### src/rtl/serializer_pattern_gen.sv
// Parallel-word source for the serializer: emits a burst of WORD_COUNT words
// from a selectable pattern, each with a one-cycle send strobe and an idle gap.
module serializer_pattern_gen #(
  parameter int                    DATA_WIDTH = 8,
  parameter int                    GAP_CYCLES = 10,
  parameter int                    WORD_COUNT = 16,
  parameter logic [DATA_WIDTH-1:0] LFSR_POLY  = DATA_WIDTH'(8'hB8)
) (
  input  logic                               clk,
  input  logic                               rst_n,
  input  logic                               start,
  input  logic                               abort,
  input  logic [1:0]                         mode,
  input  logic [DATA_WIDTH-1:0]              seed,
  input  logic                               ready,
  output logic [DATA_WIDTH-1:0]              data,
  output logic                               send,
  output logic                               busy,
  output logic                               done,
  output logic [$clog2(WORD_COUNT+1)-1:0]    word_idx
);

  localparam int IDX_W = $clog2(WORD_COUNT + 1);
  localparam int GAP_W = (GAP_CYCLES > 1) ? $clog2(GAP_CYCLES) : 1;
  localparam logic [GAP_W-1:0] GAP_LAST = GAP_W'((GAP_CYCLES > 0) ? GAP_CYCLES - 1 : 0);
  localparam logic [IDX_W-1:0] IDX_LAST = IDX_W'(WORD_COUNT - 1);

  typedef enum logic [1:0] {M_CNT, M_LFSR, M_WALK, M_CONST} mode_e;
  typedef enum logic [1:0] {S_IDLE, S_ISSUE, S_GAP, S_FIN} state_e;

  state_e                state;
  mode_e                 mode_q;
  logic [DATA_WIDTH-1:0] pat;
  logic [GAP_W-1:0]      gap_cnt;

  function automatic logic [DATA_WIDTH-1:0] advance(input mode_e m, input logic [DATA_WIDTH-1:0] p);
    logic [DATA_WIDTH-1:0] r;
    r = p;
    case (m)
      M_CNT:   r = p + DATA_WIDTH'(1);
      M_LFSR:  r = p[0] ? ((p >> 1) ^ LFSR_POLY) : (p >> 1);
      M_WALK:  r = {p[DATA_WIDTH-2:0], p[DATA_WIDTH-1]};
      default: r = p;
    endcase
    return r;
  endfunction

  always_ff @(posedge clk or negedge rst_n) begin
    if (!rst_n) begin
      state    <= S_IDLE;
      mode_q   <= M_CNT;
      pat      <= '0;
      gap_cnt  <= '0;
      data     <= '0;
      send     <= 1'b0;
      busy     <= 1'b0;
      done     <= 1'b0;
      word_idx <= '0;
    end else begin
      send <= 1'b0;
      done <= 1'b0;
      // abort beats ready and start, but only once a burst is underway
      if (abort && state != S_IDLE) begin
        state <= S_IDLE;
        busy  <= 1'b0;
      end else begin
        case (state)
          S_IDLE: begin
            busy <= 1'b0;
            if (start && !abort) begin
              mode_q   <= mode_e'(mode);
              // an all-zero LFSR would lock up, so seed it with 1 instead
              pat      <= (mode_e'(mode) == M_LFSR && seed == '0) ? DATA_WIDTH'(1) : seed;
              word_idx <= '0;
              busy     <= 1'b1;
              state    <= S_ISSUE;
            end
          end
          S_ISSUE: begin
            if (ready) begin
              send     <= 1'b1;
              data     <= pat;
              pat      <= advance(mode_q, pat);
              word_idx <= word_idx + IDX_W'(1);
              gap_cnt  <= '0;
              if (word_idx == IDX_LAST)  state <= S_FIN;
              else if (GAP_CYCLES == 0)  state <= S_ISSUE;
              else                       state <= S_GAP;
            end
          end
          S_GAP: begin
            if (gap_cnt == GAP_LAST) state <= S_ISSUE;
            else                     gap_cnt <= gap_cnt + GAP_W'(1);
          end
          S_FIN: begin
            // busy stays up through the done cycle and drops from IDLE
            done  <= 1'b1;
            state <= S_IDLE;
          end
          default: state <= S_IDLE;
        endcase
      end
    end
  end

endmodule

### config.mk
export PLATFORM = sky130hd
export DESIGN_NAME = serializer_pattern_gen
export DESIGN_NICKNAME = d
export VERILOG_FILES = /design/src/rtl/serializer_pattern_gen.sv
export SDC_FILE = /design/constraint.sdc
export NUM_CORES = 1
export LEC_CHECK = 0
export ABC_AREA = 1
export CAP_MARGIN = 20
export CORE_MARGIN = 4
export CORE_UTILIZATION = 49
export CTS_BUF_LIST = sky130_fd_sc_hd__clkbuf_16
export CTS_CLUSTER_SIZE = 24
export DETAILED_ROUTE_END_ITERATION = 10
export GPL_TIMING_DRIVEN = 0
export PLACE_DENSITY = 0.81
export SKIP_LAST_GASP = 1
export SYNTH_ARGS = -nofsm -noshare
export SYNTH_HDL_FRONTEND = slang
export SYNTH_SLANG_ARGS = --single-unit
### constraint.sdc
create_clock -name clk -period 1.4 [get_ports clk]
set_input_delay 0.28 -clock clk [delete_from_list [all_inputs] [get_ports clk]]
set_output_delay 0.28 -clock clk [all_outputs]
set_load 0.01 [all_outputs]
Yosys cells after proc, flatten, opt, wreduce, memory -nomap -nowiden
Cells that the tools add are included.
{"block": "op_classes", "addsub": 3, "eq_ne": 15, "mux": 26, "bitwise": 2, "reduce_logical": 17}
{"cell": "$mux 8", "n": 4}
{"cell": "$pmux 8 s3", "n": 1}
{"cell": "$pmux 8 s2", "n": 1}
{"cell": "$mux 5", "n": 2}
{"cell": "$pmux 5 s2", "n": 1}
{"cell": "$mux 1", "n": 9}
{"cell": "$ne 3x3->1 const B", "n": 3}
{"cell": "$reduce_and 3->1", "n": 3}
{"cell": "$add 8x1->8 const B", "n": 1}
{"cell": "$logic_not 8->1", "n": 1}
{"cell": "$mux 2", "n": 4}
{"cell": "$mux 4", "n": 2}
{"cell": "$pmux 2 s4", "n": 1}
{"cell": "$pmux 4 s2", "n": 1}
{"cell": "$reduce_and 4->1", "n": 2}
{"cell": "$reduce_bool 2->1", "n": 4}
{"cell": "$eq 2x1->1 const B", "n": 3}
{"cell": "$eq 2x2->1 const B", "n": 3}
{"cell": "$ne 2x2->1 const B", "n": 3}
{"cell": "$add 5x1->5 const B", "n": 1}
{"cell": "$eq 5x4->1 const B", "n": 1}
{"cell": "$reduce_and 5->1", "n": 1}
{"cell": "$add 4x1->4 const B", "n": 1}
{"cell": "$eq 4x4->1 const B", "n": 1}
{"cell": "6 further kinds", "n": 9}
{"block": "totals", "regBits": 32, "input_bits": 15, "wordCells": 72}

Longest topological paths before layout
Gate-level depths: netlist of the first run.
{"block": "logic_depth", "depth_word": 5, "ltp_mapped": 10, "ltp_nobuf": 9}

Worst setup path before layout of the first run
OpenSTA, ideal clock, no wires.
{"block": "synth_path", "kind": "register to register", "from": "register mode_q[0]", "to": "register pat[1]", "setup_time_ns": 0.126, "arrival_ns": 1.318, "slack_ns": -0.044, "stages_incl_launch_ff": 9, "n_path_buf": 1, "period_less_slack_ns": 1.444, "path_cell_list": "dfrtp_1 inv_1 ha_1 clkbuf_1 nand2_1 a21oi_1 o21ai_0 nand2_1 o21ai_0"}
{"block": "synth_between", "elab_chain_cells": 4}
{"item": "start, declared", "line_no": "32", "rtl": "mode_e mode_q;"}
{"item": "start signal, assigned", "line_no": "71", "rtl": "mode_q <= mode_e'(mode);"}
{"item": "$eq 2x2->1, or another cell as far along", "line_no": "39", "rtl": "case (m)"}
{"item": "$pmux 8 s3", "line_no": "39"}
{"item": "$mux 8", "line_no": "80", "rtl": "if (ready) begin"}
{"item": "$pmux 8 s2", "line_no": "67", "rtl": "case (state)"}
{"item": "end signal, assigned", "line_no": "73", "rtl": "pat <= (mode_e'(mode) == M_LFSR && seed == '0) ? DATA_WIDTH'(1) : seed;"}
{"item": "end signal, assigned", "line_no": "83", "rtl": "pat <= advance(mode_q, pat);"}
{"item": "end, declared", "line_no": "33", "rtl": "logic [DATA_WIDTH-1:0] pat;"}
Several ways; a longest one is shown, not always the timed one. The select of a mux whose other input is x is not followed.
A chain may end at the register's enable or synchronous reset.

Worst setup path in the final report of the first run
{"block": "layout_path", "from": "register state[0]", "to": "register pat[6]"}
{"block": "layout_between", "elab_chain_cells": 4}
{"item": "start, declared", "line_no": "31", "rtl": "state_e state;"}
{"item": "start signal, assigned", "line_no": "50", "rtl": "state <= S_IDLE;"}
{"item": "start signal, assigned", "line_no": "64", "rtl": "state <= S_IDLE;"}
{"item": "start signal, assigned", "line_no": "76", "rtl": "state <= S_ISSUE;"}
{"item": "branches (longest 4 deep; another with $reduce_and 5->1)"}
Parallel ways; which one is timed is not known.

==> qor.yml, run 1 <==
outcome:
  status: "finished, violations left"
  violations: "negative setup slack"
routing:
  dr_total_vias: 2073
  drc: 0
  wl_per_cell_um: 15.2
  via_per_inst: 5.60
  drt_iter0_drc: 205
  final_antenna_net_count: 0
  postRouteWirelength_mm: 5.62
  drt_first_pass_iters: 4
sta:
  relSlewSlack: 0.528
  hold_violations: 0
  period_share: 1.04
  fin_skew_ns: 0.00316
  rsz0062_at_grt: "yes"
  worstMarginPinSlew_ns: 0.708
  setup_ws_ns: -0.0554
  setup_violations: 6
  finalMaxSlewViolations: 0
  min_period_ns: 1.46
  final.setup.tns_ns: -0.147
  fmax_mhz: 687
floorplanning:
  initial_core_util: 0.507
  num_rows: 23
  core_area_um2: 4030
  die_w_um: 72.6
  dieArea_um2: 5270
  io_pins: 31
  die_y_um: 72.6
clocking:
  insertion_delay_ns: 0.28
  clock-sinks: 32
  cts_tree: "built"
  htreeDepth: 2
  cts_made_buffers: 5
  clockBufferDepth: 2
  cts-hold-fix-buffers: 0
  clkTransAtPathRegs_ns: 0.05
  cts-root-buf: "clkbuf_16"
setup_path:
  crit_required_ns: 1.56
  cp.arrival_ns: 1.62
  critPathMaxFanout: 5
  cp-end-kind: "flop"
  worstPathBufferInverterCount: 1
  setup.worst_path.class: "reg2reg"
  cpPeakStageDelay_ns: 0.50
  critPathTopFamily: "simple AND/OR/NAND/NOR gates"
  cp-start-kind: "flop"
  cpMaxStageDelayCell: "dfrtp_2"
  path_cells: "nor2_4 -> nor2_4 -> nor2_8 -> nand3_4 -> buf_6 -> nor2_4 -> a21oi_2"
  cp_common_cell: "nor2_4"
grt:
  grt_max_degree: 33
  grt_pass1_vias: 1928
  grt_usage: 0.208
  grt_overflow: 0
  antenna_found_initial: 0
  grt_pass1_wl_mm: 8.59
logic_synthesis:
  yosys_register_bits: 32
  ys_seq_area_frac: 0.392
  yosys_warnings: 0
  synth.cell_area_um2: 2040
  synth_cell_types: 34
  synth_area_per_cell_um2: 7.63
  syn_nets: 292
  syn_inst: 268
finish:
  finish.utilization: 0.704
  antennaDiodeCount: 0
  area_growth_pct: 38.7
  layout.cells.non_filler: 370
  layout-drive-gt1-share: 0.256
  fin_nets: 344
power:
  leakage_nw: 1.39
  vdd_drop_max_mv: 1.02
  fin_total_pwr_mw: 6.81
  p_per_area_nw_per_um2: 2400
placed_design:
  dpl_worst_slack_ns: -0.360
  portBuffers: 30
  dp.final_hpwl_mm: 3.26
  dp.cells: 348
  gp_congestion: 0.907
flow_run:
  maxCapViolations: 0
hold_path:
  hp-class: "in2async"
[worst paths after layout]
| kind | start | end | slack [ns] | cells after the start |
|---|---|---|---|---|
| max reg2reg | state[0] | pat[6] | -0.06 | 7 |
| min reg2reg | data[4] | data[4] | 0.47 | 2 |
| min | rst_n | data[7] | 0.05 | 1 |
| max in group asynchronous | rst_n | mode_q[1] | 0.84 | 1 |
| min in group clk | abort | done | 0.35 | 2 |
| max | state[0] | pat[6] | -0.06 | 7 |
[state kept, by name, summed over array words and instances (netlist names)]
register and flops:
busy 1, done 1, state 2, word_idx 5, pat 8, data 8, mode_q 2, send 1
gap_cnt 4
[cells in the final DEF, fill, tap and decap left out, types with 2 or more instances in the layout]
master,instances
dfrtp_1,28
nand3_1,23
buf_4,11
clkbuf_16,5
ha_1,6
dlygate4sd2_1,16
dfrtp_2,4
inv_4,2
nor2_2,5
a21oi_2,4
buf_6,6
buf_12,2
nor2_1,17
clkdlybuf4s50_1,12
nand3b_1,2
ha_4,3
xor2_1,2
a21oi_1,7
nand2_2,4
inv_1,22
nand2_1,82
nor2_4,10
o21ai_0,5
o21ai_1,7
o211ai_1,2
o21ai_2,8
nand2_4,3
inv_2,4
[cell families after synthesis]
family / Yosys count / synth area share
compound gates: 38 / 0.125
mux: 1 / 0.00490
fa+ha+maj: 9 / 0.0551
flops: 32 / 0.392
buf+inv: 34 / 0.0740
simple gates: 152 / 0.341
xor+xnor: 2 / 0.00857
[timing repair]
action                     in CTS  in global routing
gates cloned                    1                  0
setup endpoints to repair      31                 26
setup buffers                  10                  5
pin swaps                       2                 12
gates resized for setup        38                 40
[cell usage after synthesis, drive strengths merged]
cell type  instances  area [um^2]
a21oi             12         75.1
buf                5         40.0
clkbuf             1         3.75
dfrtp             32          801
ha                 9          113
inv               28          108
mux2i              1         10.0
nand2             90          355
nand3             25          130
nand3b             2         15.0
nand4              1         6.26
nor2              33          185
nor3               1         5.00
o211ai             2         15.0
o21ai             20          130
o21bai             1         7.51
o22ai              2         18.8
o32ai              1         8.76
xor2               2         17.5
[metal layers]
metal,global-route usage,share of wire,vias up,wire (um)
met5,0,0,-,0
met4,0.0799,0.028,0,158
met3,0.0427,0.064,20,362
met2,0.361,0.50,107,2820
met1,0.252,0.40,978,2270
li1,-,-,968,-
[through the flow]
step / cell area (um^2) / hold slack [ns]
floorplan: 2050 / -0.0156
detailed placement: 2400 / 0.368
global placement: 2410 / 0.465
CTS: 2680 / 0.0839
global route: 2840 / 0.123
finish: 2840 / 0.0514
[final cells by class]
type | instances | area, um^2
Tap cell | 50 | 62.6
Clock inverter | 2 | 8.76
Timing Repair Buffer | 46 | 425
Buffer | 5 | 65.1
Inverter | 28 | 115
Fill cell | 302 | 1190
Multi-Input combinational cell | 202 | 1230
Sequential cell | 32 | 806
Clock buffer | 5 | 125
[where the power goes]
| part | total (mW) | leakage (nW) | internal [mW] | switching, mW |
|---|---|---|---|---|
| logic | 4.04 | 0.914 | 1.72 | 2.32 |
| registers | 1.76 | 0.402 | 1.32 | 0.448 |
| clock network | 1.01 | 0.0709 | 0.637 | 0.369 |
No activity file was read; power rests on OpenSTA's default activity.
==> run 2, diff against run 1 <==
--- a/config.mk
+++ b/config.mk
@@ -5,16 +5,17 @@
 export SDC_FILE = /design/constraint.sdc
 export NUM_CORES = 1
 export LEC_CHECK = 0
-export ABC_AREA = 1
 export CAP_MARGIN = 20
 export CORE_MARGIN = 4
-export CORE_UTILIZATION = 49
+export CORE_UTILIZATION = 48
 export CTS_BUF_LIST = sky130_fd_sc_hd__clkbuf_16
 export CTS_CLUSTER_SIZE = 24
 export DETAILED_ROUTE_END_ITERATION = 10
 export GPL_TIMING_DRIVEN = 0
 export PLACE_DENSITY = 0.81
+export SETUP_SLACK_MARGIN = 0.3
 export SKIP_LAST_GASP = 1
 export SYNTH_ARGS = -nofsm -noshare
 export SYNTH_HDL_FRONTEND = slang
 export SYNTH_SLANG_ARGS = --single-unit
+export TNS_END_PERCENT = 5
==> qor.yml, run 2 <==
finish:
  finish.utilization: 0.703
  fin_nets: 264
  layout-drive-gt1-share: 0.270
  antennaDiodeCount: 0
  area_growth_pct: 38.5
  layout.cells.non_filler: 289
  reg_top3: "data x8, pat x8, word_idx x5"
  layout.cells.most_common: "dfrtp_1"
  final_cell_mix: "dfrtp_1 (32), clkdlybuf4s50_1 (28), nor2_1 (20)"
setup_path:
  crit_required_ns: 1.55
  cpMaxStageDelayCell: "dfrtp_1"
  critPathTopFamily: "flip-flops"
  worstPathBufferInverterCount: 2
  cp.arrival_ns: 1.76
  cp-start-kind: "flop"
  path_cells: "inv_2 -> ha_4 -> buf_6 -> nor3_4 -> a211oi_4 -> mux2_4"
  cp-end-kind: "flop"
  cpPeakStageDelay_ns: 0.38
  setup.worst_path.class: "reg2reg"
  critPathMaxFanout: 6
power:
  fin_total_pwr_mw: 4.01
  p_per_area_nw_per_um2: 1540
  leakage_nw: 1.13
  vdd_drop_max_mv: 0.736
clocking:
  htreeDepth: 2
  cts-root-buf: "clkbuf_16"
  clkTransAtPathRegs_ns: 0.05
  clock-sinks: 32
  cts-hold-fix-buffers: 0
  cts_made_buffers: 5
  clockBufferDepth: 2
  insertion_delay_ns: 0.27
  cts_tree: "built"
flow_run:
  maxCapViolations: 0
grt:
  grt_pass1_wl_mm: 6.95
  grt_overflow: 0
  antenna_found_initial: 0
  grt_pass1_vias: 1482
  grt_max_degree: 33
  grt_usage: 0.175
placed_design:
  gp_congestion: 0.847
  portBuffers: 30
  dp.final_hpwl_mm: 2.82
  dp.cells: 266
floorplanning:
  die_w_um: 70.7
  initial_core_util: 0.508
  dieArea_um2: 5000
  die_y_um: 70.7
  core_area_um2: 3720
  io_pins: 31
  num_rows: 22
logic_synthesis:
  syn_inst: 188
  syn_nets: 212
  ys_seq_area_frac: 0.424
  synth_cell_types: 42
  synth_commonest_cells: "dfrtp_1 (32), nor2_1 (22), nand2_1 (14)"
  synth_edf_count: 0
  synth_area_per_cell_um2: 10.0
  yosys_warnings: 0
  yosys-top-cells-area: "dfrtp_1 (42%), mux2_2 (7.2%), ha_1 (6.0%)"
  yosysTopAreaCellShare: 0.424
  yosysMostFrequentCell: "dfrtp_1"
  synth.cell_area_um2: 1890
  synth_ff_type: "dfrtp_1"
  async_flop_share: 1.00
  yosys_register_bits: 32
  yosysTopAreaCell: "dfrtp_1"
sta:
  setup_ws_ns: -0.204
  hold_violations: 0
  rsz0062_at_grt: "yes"
  min_period_ns: 1.60
  fin_skew_ns: 0.00416
  worstMarginPinSlew_ns: 0.715
  period_share: 1.15
  setup_violations: 36
  relSlewSlack: 0.523
  final.setup.tns_ns: -3.76
  finalMaxSlewViolations: 0
  whs_ns: 0.0614
  fmax_mhz: 623
routing:
  postRouteWirelength_mm: 4.24
  drc: 0
  dr_total_vias: 1596
  via_per_inst: 5.52
  final_antenna_net_count: 0
  drt_iter0_drc: 96
  wl_per_cell_um: 14.7
  drt_first_pass_iters: 5
outcome:
  violations: "negative setup slack"
  status: "finished, violations left"
hold_path:
  hp-class: "in2async"
-- run 2: worst paths after layout --
check                      startpoint          end  slack [ns]  cells after the start
max reg2reg                 mode_q[0]       pat[0]       -0.20                      6
min                             rst_n  word_idx[0]        0.06                      1
max in group asynchronous       rst_n    mode_q[0]        0.87                      1
min in group clk              data[2]      data[2]        0.50                      1
max                         mode_q[0]       pat[0]       -0.20                      6
min reg2reg                   data[2]      data[2]        0.50                      1
-- run 2: timing repair --
action	in CTS	in global routing
pin swaps	5	2
setup buffers	5	9
endpoints found under the setup margin	46	46
resized for setup	13	5
cloned	1	0
-- run 2: cell families after synthesis --
kind of cell,Yosys count,synth area share
and+or+nand+nor,62,0.166
AOI/OAI and AO/OA,40,0.162
DFF,32,0.424
buffers and inverters,22,0.0617
muxes,13,0.0789
xor gates and xnor gates,10,0.0464
adders and majority gates,9,0.0597
-- run 2: power breakdown --
| part | internal [mW] | switching [mW] |
|---|---|---|
| Combinational | 0.895 | 0.803 |
| Sequential | 1.16 | 0.175 |
| Clock | 0.636 | 0.345 |
-- run 2: layer usage --
layer	GRT usage	part of all wire
met5	0	0
met4	0.0710	0.020
met3	0.0511	0.062
met2	0.279	0.50
met1	0.222	0.42
-- run 2: layout make-up --
type                       instances  area, um^2
clock buffer                       5         125
timing repair buffer              45         414
multi-input combinational        134        1060
clock inverter                     3        11.3
fill                             268        1100
buffer                            13         104
tap                               48        60.1
sequential                        32         801
inverter                           9        33.8
-- run 2: metrics by stage --
stage / area [um^2] / setup WS, ns
finish: 2610 / -0.204
global placement: 2290 / -0.603
floorplan: 1930 / -0.126
global route: 2610 / -0.260
CTS: 2530 / -0.169
detailed placement: 2280 / -0.647
